### src/rtl/serial_adder.sv
// Bit-serial adder/subtractor: one full-adder cell and a carry flop walk the
// operands LSB-first, one bit per clock, with a start/busy/done handshake.
module serial_adder #(
  parameter int WIDTH = 8
) (
  input  logic             clk,
  input  logic             rst,
  input  logic             start,
  input  logic             sub,
  input  logic [WIDTH-1:0] a,
  input  logic [WIDTH-1:0] b,
  input  logic             cin,
  output logic             busy,
  output logic             done,
  output logic [WIDTH-1:0] sum,
  output logic             cout,
  output logic             ovf
);

  localparam int CW = (WIDTH > 1) ? $clog2(WIDTH) : 1;

  typedef enum logic [1:0] {IDLE, RUN, DONE} state_t;

  state_t           state, state_nxt;
  logic [CW-1:0]    cnt;
  logic [WIDTH-1:0] a_sh, b_sh, res_fin;
  logic             carry, carry_nxt, s, last, accept;

  assign s         = a_sh[0] ^ b_sh[0] ^ carry;
  assign carry_nxt = (a_sh[0] & b_sh[0]) | (a_sh[0] & carry) | (b_sh[0] & carry);
  assign last      = (cnt == CW'(WIDTH - 1));
  assign accept    = start && (state != RUN);

  always_ff @(posedge clk) begin
    if (rst) state <= IDLE;
    else     state <= state_nxt;
  end

  always_comb begin
    state_nxt = state;
    case (state)
      IDLE:    if (start) state_nxt = RUN;
      RUN:     if (last)  state_nxt = DONE;
      DONE:    state_nxt = start ? RUN : IDLE;
      default: state_nxt = IDLE;
    endcase
  end

  always_comb begin
    busy = (state == RUN);
    done = (state == DONE);
  end

  // Partial result: bits arrive LSB-first and enter at the top, so after the
  // last shift the whole word lines up; only WIDTH-1 bits need storage.
  if (WIDTH == 1) begin : g_w1
    assign res_fin = s;
  end else begin : g_wn
    logic [WIDTH-2:0] res_sh;
    logic [WIDTH-1:0] res_cat;
    assign res_cat = {s, res_sh};
    assign res_fin = res_cat;
    always_ff @(posedge clk) begin
      if (rst)               res_sh <= '0;
      else if (state == RUN) res_sh <= res_cat[WIDTH-1:1];
    end
  end

  always_ff @(posedge clk) begin
    if (rst) begin
      a_sh  <= '0;
      b_sh  <= '0;
      carry <= 1'b0;
      cnt   <= '0;
      sum   <= '0;
      cout  <= 1'b0;
      ovf   <= 1'b0;
    end else if (accept) begin
      // Subtract as a + ~b + ~borrow so the same cell serves both modes.
      a_sh  <= a;
      b_sh  <= sub ? ~b : b;
      carry <= cin ^ sub;
      cnt   <= '0;
    end else if (state == RUN) begin
      a_sh  <= a_sh >> 1;
      b_sh  <= b_sh >> 1;
      carry <= carry_nxt;
      cnt   <= cnt + 1'b1;
      if (last) begin
        // carry here is the carry into the MSB; results only move on DONE entry.
        sum  <= res_fin;
        cout <= carry_nxt;
        ovf  <= carry ^ carry_nxt;
      end
    end
  end

endmodule

### config.mk
export PLATFORM = sky130hd
export DESIGN_NAME = serial_adder
export DESIGN_NICKNAME = d
export VERILOG_FILES = /design/src/rtl/serial_adder.sv
export SDC_FILE = /design/constraint.sdc
export NUM_CORES = 1
export LEC_CHECK = 0
export ABC_AREA = 1
export CORE_MARGIN = 5
export CORE_UTILIZATION = 35
export CTS_BUF_LIST = sky130_fd_sc_hd__clkbuf_16
export DETAILED_ROUTE_END_ITERATION = 10
export SYNTH_ARGS = -nofsm -noshare
export SYNTH_HDL_FRONTEND = slang
export SYNTH_SLANG_ARGS = --single-unit
### constraint.sdc
create_clock -name clk -period 1.57 [get_ports clk]
set_clock_uncertainty 0.1 [all_clocks]
set_input_delay 0.314 -clock clk [delete_from_list [all_inputs] [get_ports clk]]
set_output_delay 0.314 -clock clk [all_outputs]
set_load 0.02 [all_outputs]
==> flow_metrics.tcl, run 1 <==
set metrics [dict create \
    clkPwrFrac 0.456 \
    cts_root_buffer "clkbuf_16" \
    vias_per_cell 4.40 \
    synth.most_common_cell "nand2_1" \
    finalCriticalPeriod_ps 1470 \
    die_area_sq_mm 0.00643 \
    power.internal_w 0.00193 \
    cts.sinks 39 \
    ys_warn_count 0 \
    met2_usage 0.184 \
    place_congestion 0.685 \
    async_reset_ff_frac 0 \
    path_clk_slew_ps 60 \
    critPathMaxFanout 2 \
    cellPowerDensity_mw_per_mm2 1090 \
    rows 25 \
    drv_slew 0 \
    cp-start-kind "flip-flop" \
    clkLatencyLatePin_ps 280 \
    startpoint "state[1]$_SDFFE_PP0P_" \
    die_y_um 80.2 \
    first_global_vias 1363 \
    cellLeakagePower_nw 1.11 \
    r2r-start "cnt[0]$_SDFFE_PP0N_" \
    avgSynthCellArea_sq_um 7.27 \
    rsz0062_at_grt "false" \
    fmax_ghz 0.682 \
    maxSlewHeadroom 0.691 \
    yosysTopAreaCell "dfxtp_1" \
    antenna_found_initial 0 \
    drc_errors 0 \
    final_nets 300 \
    postCtsSetupBuffers 0 \
    synth_edf_count 0 \
    grt_use_total 0.125 \
    grt.busiest_layer "met2" \
    drt_wl_total_um 3590 \
    start_util 0.363 \
    first_pass_iters 4 \
    reg2reg_slack_ps 190 \
    end_kind "primary output" \
    status "completed" \
    cp_data_required_time_ps 1160 \
    wire_per_inst_um 10.4 \
    synth_cells 237 \
    cpMaxStageDelayCell "dfxtp_2" \
    grt_use_met1 0.162 \
    fin_util 0.486 \
    ys_ff_latch 39 \
    vias 1513 \
    coreArea_sq_mm 0.00475 \
    ir_worst_vdd_mv 0.479 \
    worst_pin_slew_ps 464 \
    syn-cell-area_sq_mm 0.00172 \
    hpwl_um 2560 \
    ys_types 19 \
    synthTopCellsByCount "nand2_1 (54), nor2_1 (49), dfxtp_1 (39), nand3_1 (35), inv_1 (13)" \
    setup_violations 0 \
    grt_max_degree 27 \
    pwr-share-seq 0.426 \
    finalPower_w 0.00252 \
    drtIter0Drc 115 \
    period_share 0.933 \
    p_sw_w 0.000586 \
    ant_nets 0 \
    ios 33 \
    drv_cap 0 \
    hold_slack_ps 362 \
    yosys-top-cells-area "dfxtp_1 (45%), nand2_1 (12%), nor2_1 (11%), nand3_1 (10%), xnor2_1 (4.1%)" \
    netlist.area_leader.share 0.453 \
    ctsHoldBuffers 0 \
    cts_tree "yes" \
    p_comb_frac 0.118 \
    ys_seq_area_frac 0.453 \
    htreeDepth 2 \
    crit_path_end "done" \
    cts_resized 15 \
    grt_pass1_wl_um 6270 \
    p_sw_frac 0.233 \
    cts_inserted_buffers 5 \
    max_stage_delay_ps 350 \
    synth_nets 261 \
    clockBufferDepth 2 \
    layout-drive-gt1-share 0.105 \
    path_cells "inv_1 > nor2_1 > clkdlybuf4s15_2" \
    syn2layout_area_growth_pct 33.9 \
    overflow 0 \
    whs_path_depth 2 \
    finalHoldViolCount 0 \
    use_met3 0.0448 \
    rr_endpoint "ovf$_SDFFE_PP0P_" \
    min_path_type "reg2reg" \
    die_x_um 80.2 \
    crit_type "reg2out" \
    ys.flop_type "dfxtp_1" \
    reg2regPathDepth 7 \
    cp.arrival_ps 1050 \
    antenna_cells 0 \
    io_buffers 32 \
]
## routing by layer
metal	vias to the layer above	wire length [um]
li1	819	-
met1	655	1760
met2	32	1550
met3	7	212
met4	0	66
met5	-	0
## cell usage in the layout (no fill, tap or decap), drive strengths merged
cell type	n
dlygate4sd2	10
xnor2	8
fa	1
bufinv	1
inv	15
clkdlybuf4s50	20
xor2	3
o21ai	11
nand2	56
ha	2
dfxtp	39
clkinv	2
nor2	51
buf	11
clkbuf	6
clkdlybuf4s15	1
nand3	35
a21oi	5
## critical path: cells and delay by family (launching register included)
kind	cells	cell delay, ps
buffers and inverters	2	320
flip-flops	1	350
AND/OR/NAND/NOR	1	90
## state kept, by name, summed over array words and instances, names as in the netlist
register	flops
cout	1
ovf	1
a_sh	8
state	2
sum	8
g_wn.res_sh	7
b_sh	8
carry	1
cnt	3
## through the flow
stage / area [sq um] / std cells / TNS (ps) / setup slack [ps]
global route: 2310 / 344 / 0 / 43.8
global placement: 2150 / 336 / -20.6 / -9.83
CTS: 2310 / 344 / 0 / 26.4
detailed placement: 2150 / 336 / -66.3 / -17.3
finish: 2310 / 344 / 0 / 105
floorplan: 1720 / 237 / 0 / 303
## cells by family after synthesis
group                      share of synthesized area
AOI/OAI and AO/OA                             0.0464
xor gates and xnor gates                      0.0559
adders and majority gates                     0.0261
buffers and inverters                         0.0726
DFF                                            0.453
and+or+nand+nor                                0.346
## final cells by class
type | count | area, sq um
tap | 67 | 83.8
sequential | 39 | 782
clock inverter | 3 | 43.8
timing repair buffer | 43 | 399
clock buffer | 5 | 125
inverter | 15 | 56.3
fill | 496 | 2450
multi-input combinational | 172 | 818
## power groups by stage
stage          clock (W)  sequential [W]  combinational [W]
2_1_floorplan          0         0.00109           0.000197
3_3_place_gp           0         0.00109           0.000299
3_5_place_dp           0         0.00109           0.000303
4_1_cts          0.00118         0.00107           0.000304
5_1_grt          0.00123         0.00108           0.000338
6_report         0.00115         0.00107           0.000298
## worst min-delay path by stage
| stage | startpoint | endpoint |
|---|---|---|
| 4_1_cts | g_wn.res_sh[6]$_SDFFE_PP0N_ | sum[6]$_SDFFE_PP0P_ |
| 2_1_floorplan | rst | b_sh[7]$_SDFFE_PP0P_ |
| 3_3_place_gp | g_wn.res_sh[6]$_SDFFE_PP0N_ | sum[6]$_SDFFE_PP0P_ |
| 3_5_place_dp | g_wn.res_sh[6]$_SDFFE_PP0N_ | sum[6]$_SDFFE_PP0P_ |
| 6_report | cnt[1]$_SDFFE_PP0N_ | cnt[1]$_SDFFE_PP0N_ |
| 5_1_grt | g_wn.res_sh[2]$_SDFFE_PP0N_ | sum[2]$_SDFFE_PP0P_ |
No activity file was read; power rests on OpenSTA's default activity.
==> inputs of run 2 (changes only) <==
- CAP_MARGIN: unset -> 15
- CORE_MARGIN: 5 -> 2
- CORE_UTILIZATION: 35 -> 51
- PLACE_DENSITY: unset -> 0.79
==> run 2 against run 1 <==
First-iteration DRC count decreased by 27%; highest routed layer unchanged; sequential share of layout area increased by 0.87 points; sequential power about the same.
==> flow_metrics.tcl, run 2 (synthesized netlist as in run 1, its figures left out) <==
set metrics [dict create \
    htreeDepth 2 \
    rows 21 \
    finalHoldViolCount 0 \
    status "completed" \
    cts_root_buffer "clkbuf_16" \
    path_clk_slew_ps 50 \
    first_pass_iters 4 \
    rsz0062_at_grt "false" \
    drt_wl_total_um 3500 \
    syn2layout_area_growth_pct 30.3 \
    fmax_ghz 0.700 \
    reg_top3 "a_sh (8), b_sh (8), sum (8)" \
    cp_data_required_time_ps 1690 \
    cp.arrival_ps 1550 \
    cp-start-kind "flip-flop" \
    ios 33 \
    grt_use_total 0.192 \
    antenna_found_initial 0 \
    most-common-layout-cells "nand2_1 (54), nor2_1 (49), dfxtp_1 (39), nand3_1 (35), clkdlybuf4s50_1 (20)" \
    drtIter0Drc 84 \
    drc_errors 0 \
    maxSlewHeadroom 0.694 \
    antenna_cells 0 \
    start_util 0.525 \
    coreArea_sq_mm 0.00328 \
    vias_per_cell 4.90 \
    placed_area_sq_mm 0.00213 \
    fin_util 0.684 \
    final_nets 299 \
    die_area_sq_mm 0.00386 \
    ctsHoldBuffers 0 \
    critPathMaxFanout 7 \
    min_path_type "reg2reg" \
    period_share 0.910 \
    layout-drive-gt1-share 0.0833 \
    die_y_um 62.1 \
    finalCriticalPeriod_ps 1430 \
    cellPowerDensity_mw_per_mm2 1030 \
    ir_worst_vdd_mv 0.617 \
    layout_commonest_cell "nand2_1" \
    grt_max_degree 27 \
    first_global_vias 1418 \
    drv_slew 0 \
    grt_pass1_wl_um 6000 \
    hold_slack_ps 361 \
    ant_nets 0 \
    vias 1578 \
    finish.instance_area_sq_mm 0.00225 \
    wire_per_inst_um 10.9 \
    end_kind "flip-flop" \
    overflow 0 \
    die_x_um 62.1 \
    setup_violations 0 \
    cts.sinks 39 \
    cellLeakagePower_nw 1.10 \
    drv_cap 0 \
    place_congestion 0.787 \
    cts_tree "yes" \
    clockBufferDepth 2 \
    hpwl_um 2430 \
    crit_type "reg2reg" \
    io_buffers 32 \
    final_cells 322 \
    postCtsSetupBuffers 0 \
    clkLatencyLatePin_ps 280 \
    dp_cells 314 \
    cts_inserted_buffers 5 \
    worst_pin_slew_ps 459 \
]
run 2: critical path, cell delays in order, from the launching register on:
cell and delay, ps:
dfxtp_1 350, ha_1 150, ha_1 140, inv_1 70
nor2_4 180, nand2_1 70, inv_1 170, nand2_1 80
nand2_1 60
run 2: final timing paths:
check | to | cells past startpoint | slack, ps | start
max | sum[5]$_SDFFE_PP0P_ | 8 | 140 | cnt[0]$_SDFFE_PP0N_
min | sum[2]$_SDFFE_PP0P_ | 2 | 360 | g_wn.res_sh[2]$_SDFFE_PP0N_
max reg2reg | sum[5]$_SDFFE_PP0P_ | 8 | 140 | cnt[0]$_SDFFE_PP0N_
min reg2reg | sum[2]$_SDFFE_PP0P_ | 2 | 360 | g_wn.res_sh[2]$_SDFFE_PP0N_
run 2: layout make-up:
| type | instances | area [sq um] |
|---|---|---|
| fillers | 301 | 1040 |
| multi-input cells | 172 | 818 |
| flip-flops and latches | 39 | 781 |
| repair buffers | 42 | 398 |
| clock buffers | 5 | 125 |
| well taps | 46 | 57.6 |
| inverters | 15 | 56.3 |
| clock inverters | 3 | 11.3 |
run 2: timing repair:
action	CTS	global route
resized for setup	13	3
pin swaps	0	0
setup endpoints to repair	12	2
run 2: routing by layer:
metal | GRT usage | share of wire | up-vias
met3 | 0.0489 | 0.060 | 6
met1 | 0.244 | 0.44 | 700
met4 | 0.0833 | 0.014 | 0
met5 | 0 | 0 | -
li1 | - | - | 821
met2 | 0.310 | 0.48 | 51
run 2: metrics by stage:
| step | power, W | worst slack [ps] | TNS (ps) |
|---|---|---|---|
| after global routing | 0.00242 | 6.35 | 0 |
| final | 0.00231 | 142 | 0 |
| after global placement | 0.00138 | -6.95 | -6.95 |
| after floorplan | 0.00128 | 303 | 0 |
| after CTS | 0.00232 | 12.2 | 0 |
| after detailed placement | 0.00139 | -27.0 | -109 |
run 2: power breakdown:
group / switching (W) / internal (W)
sequential: 0.0000327 / 0.00104
combinational: 0.000157 / 0.000141
clock: 0.000363 / 0.000571
==> inputs of run 3 (changes only) <==
- TNS_END_PERCENT: unset -> 20
- clock period: 1.57 -> 1.5 ns (I/O delays scaled with it)
==> run 3 against run 2 <==
Highest routed layer unchanged; critical endpoint is now busy; cell count up 1.2%; power up 6.0%; clock power up 6.5%; die area unchanged; sequential cell count unchanged; sequential power up 5%; worst setup slack worse by 78 ps.
==> flow_metrics.tcl, run 3 (synthesized netlist as in run 1, its figures left out) <==
set metrics [dict create \
    clockBufferDepth 2 \
    hp-start "g_wn.res_sh[3]$_SDFFE_PP0N_" \
    grt_max_degree 27 \
    place_congestion 0.793 \
    die_y_um 62.1 \
    cpMaxStageDelayCell "dfxtp_1" \
    cp.arrival_ps 1040 \
    reg2regPathDepth 8 \
    cts.sinks 39 \
    reg_top3 "a_sh (8), b_sh (8), sum (8)" \
    finish.instance_area_sq_mm 0.00228 \
    die_x_um 62.1 \
    cellLeakagePower_nw 1.12 \
    drv_cap 0 \
    rows 21 \
    cp_data_required_time_ps 1100 \
    first_pass_iters 4 \
    ios 33 \
    syn2layout_area_growth_pct 32.4 \
    drc_errors 0 \
    path_clk_slew_ps 60 \
    whs_path_depth 2 \
    wire_per_inst_um 11.0 \
    cts_root_buffer "clkbuf_16" \
    placed_area_sq_mm 0.00216 \
    postCtsSetupBuffers 0 \
    cts_tree "yes" \
    final_nets 303 \
    finalHoldViolCount 0 \
    ctsHoldBuffers 0 \
    fmax_ghz 0.696 \
    maxSlewHeadroom 0.703 \
    fin_util 0.695 \
    grt_use_total 0.199 \
    start_util 0.525 \
    antenna_cells 0 \
    rsz0062_at_grt "false" \
    end_kind "primary output" \
    overflow 0 \
    clkLatencyLatePin_ps 280 \
    path_buf_inv 2 \
    die_area_sq_mm 0.00386 \
    cellPowerDensity_mw_per_mm2 1070 \
    grt_pass1_wl_um 6070 \
    ant_nets 0 \
    cp-start-kind "flip-flop" \
    reg2reg_slack_ps 100 \
    status "completed" \
    r2r-start "state[1]$_SDFFE_PP0P_" \
    path_cells "buf_4 > nor2_4 > buf_2" \
    crit_type "reg2out" \
    period_share 0.957 \
    hpwl_um 2360 \
    drtIter0Drc 103 \
    rr_endpoint "carry$_SDFFE_PP0P_" \
    critPathMaxFanout 2 \
    finalCriticalPeriod_ps 1440 \
    worst_pin_slew_ps 445 \
    hold_end "sum[3]$_SDFFE_PP0P_" \
    first_global_vias 1400 \
    vias_per_cell 4.81 \
    antenna_found_initial 0 \
    ir_worst_vdd_mv 0.510 \
    htreeDepth 2 \
    max_stage_delay_ps 320 \
    crit_family "flip-flops" \
    drt_wl_total_um 3600 \
    most-common-layout-cells "nand2_1 (54), nor2_1 (49), dfxtp_1 (39), nand3_1 (35), clkdlybuf4s50_1 (20)" \
    io_buffers 32 \
    setup_violations 0 \
    min_path_type "reg2reg" \
    layout_commonest_cell "nand2_1" \
    vias 1569 \
    cts_inserted_buffers 5 \
    layout-drive-gt1-share 0.104 \
    drv_slew 0 \
    coreArea_sq_mm 0.00328 \
    tns_ps 0 \
]
[run 3: changes by cell type in the layout (fill, tap and decap cells not counted)]
cell	delta
clkbuf_2	-1
inv_2	+1
clkinv_2	+1
buf_2	+1
buf_6	+1
clkinv_1	-2
buf_4	+3
[run 3: power by group]
part           switching (W)  internal [W]
registers          0.0000348       0.00109
clock network       0.000395      0.000600
logic               0.000166      0.000159
total               0.000596       0.00185
[run 3: final cells by class]
cell class,count,area (sq um)
Fill cell,285,1000
Multi-Input combinational cell,172,818
Sequential cell,39,781
Tap cell,46,57.6
Timing Repair Buffer,46,432
Clock inverter,3,12.5
Inverter,15,56.3
Clock buffer,5,125
[run 3: repair_timing]
action / CTS / global route
hold endpoints to repair: 0 / 0
setup endpoints to repair: 12 / 9
resized for setup: 15 / 4
[run 3: metrics by stage]
| step | worst slack, ps | cells | power, W | hold WS [ps] |
|---|---|---|---|---|
| 2_1_floorplan | 233 | 237 | 0.00134 | 269 |
| 3_3_place_gp | -53.9 | 318 | 0.00146 | 350 |
| 3_5_place_dp | -68.5 | 318 | 0.00147 | 351 |
| 4_1_cts | 2.57 | 326 | 0.00245 | 354 |
| 5_1_grt | 29.4 | 326 | 0.00253 | 368 |
| 6_report | 64.0 | 326 | 0.00244 | 350 |
[run 3: worst max-delay path by stage]
stage | from | to | slack, ps | cells past startpoint
global placement | start | b_sh[1]$_SDFFE_PP0P_ | -50 | 6
global route | state[1]$_SDFFE_PP0P_ | carry$_SDFFE_PP0P_ | 30 | 8
detailed placement | start | carry$_SDFFE_PP0P_ | -70 | 6
CTS | state[1]$_SDFFE_PP0P_ | done | 3 | 3
floorplan | a_sh[0]$_SDFFE_PP0P_ | ovf$_SDFFE_PP0P_ | 230 | 4
finish | state[1]$_SDFFE_PP0P_ | busy | 60 | 3
[run 3: routing by layer]
metal / vias up / share of wire / GRT usage / routed length, um
met5: - / 0 / 0 / 0
met4: 0 / 0.016 / 0.0889 / 59
met3: 4 / 0.045 / 0.0652 / 161
met2: 42 / 0.48 / 0.313 / 1720
met1: 695 / 0.46 / 0.251 / 1650
li1: 828 / - / - / -
[run 3: worst min-delay path: cells and delay by family, from the launching register on]
family | cells | cell delay [ps]
DFF | 1 | 310
and+or+nand+nor | 2 | 100
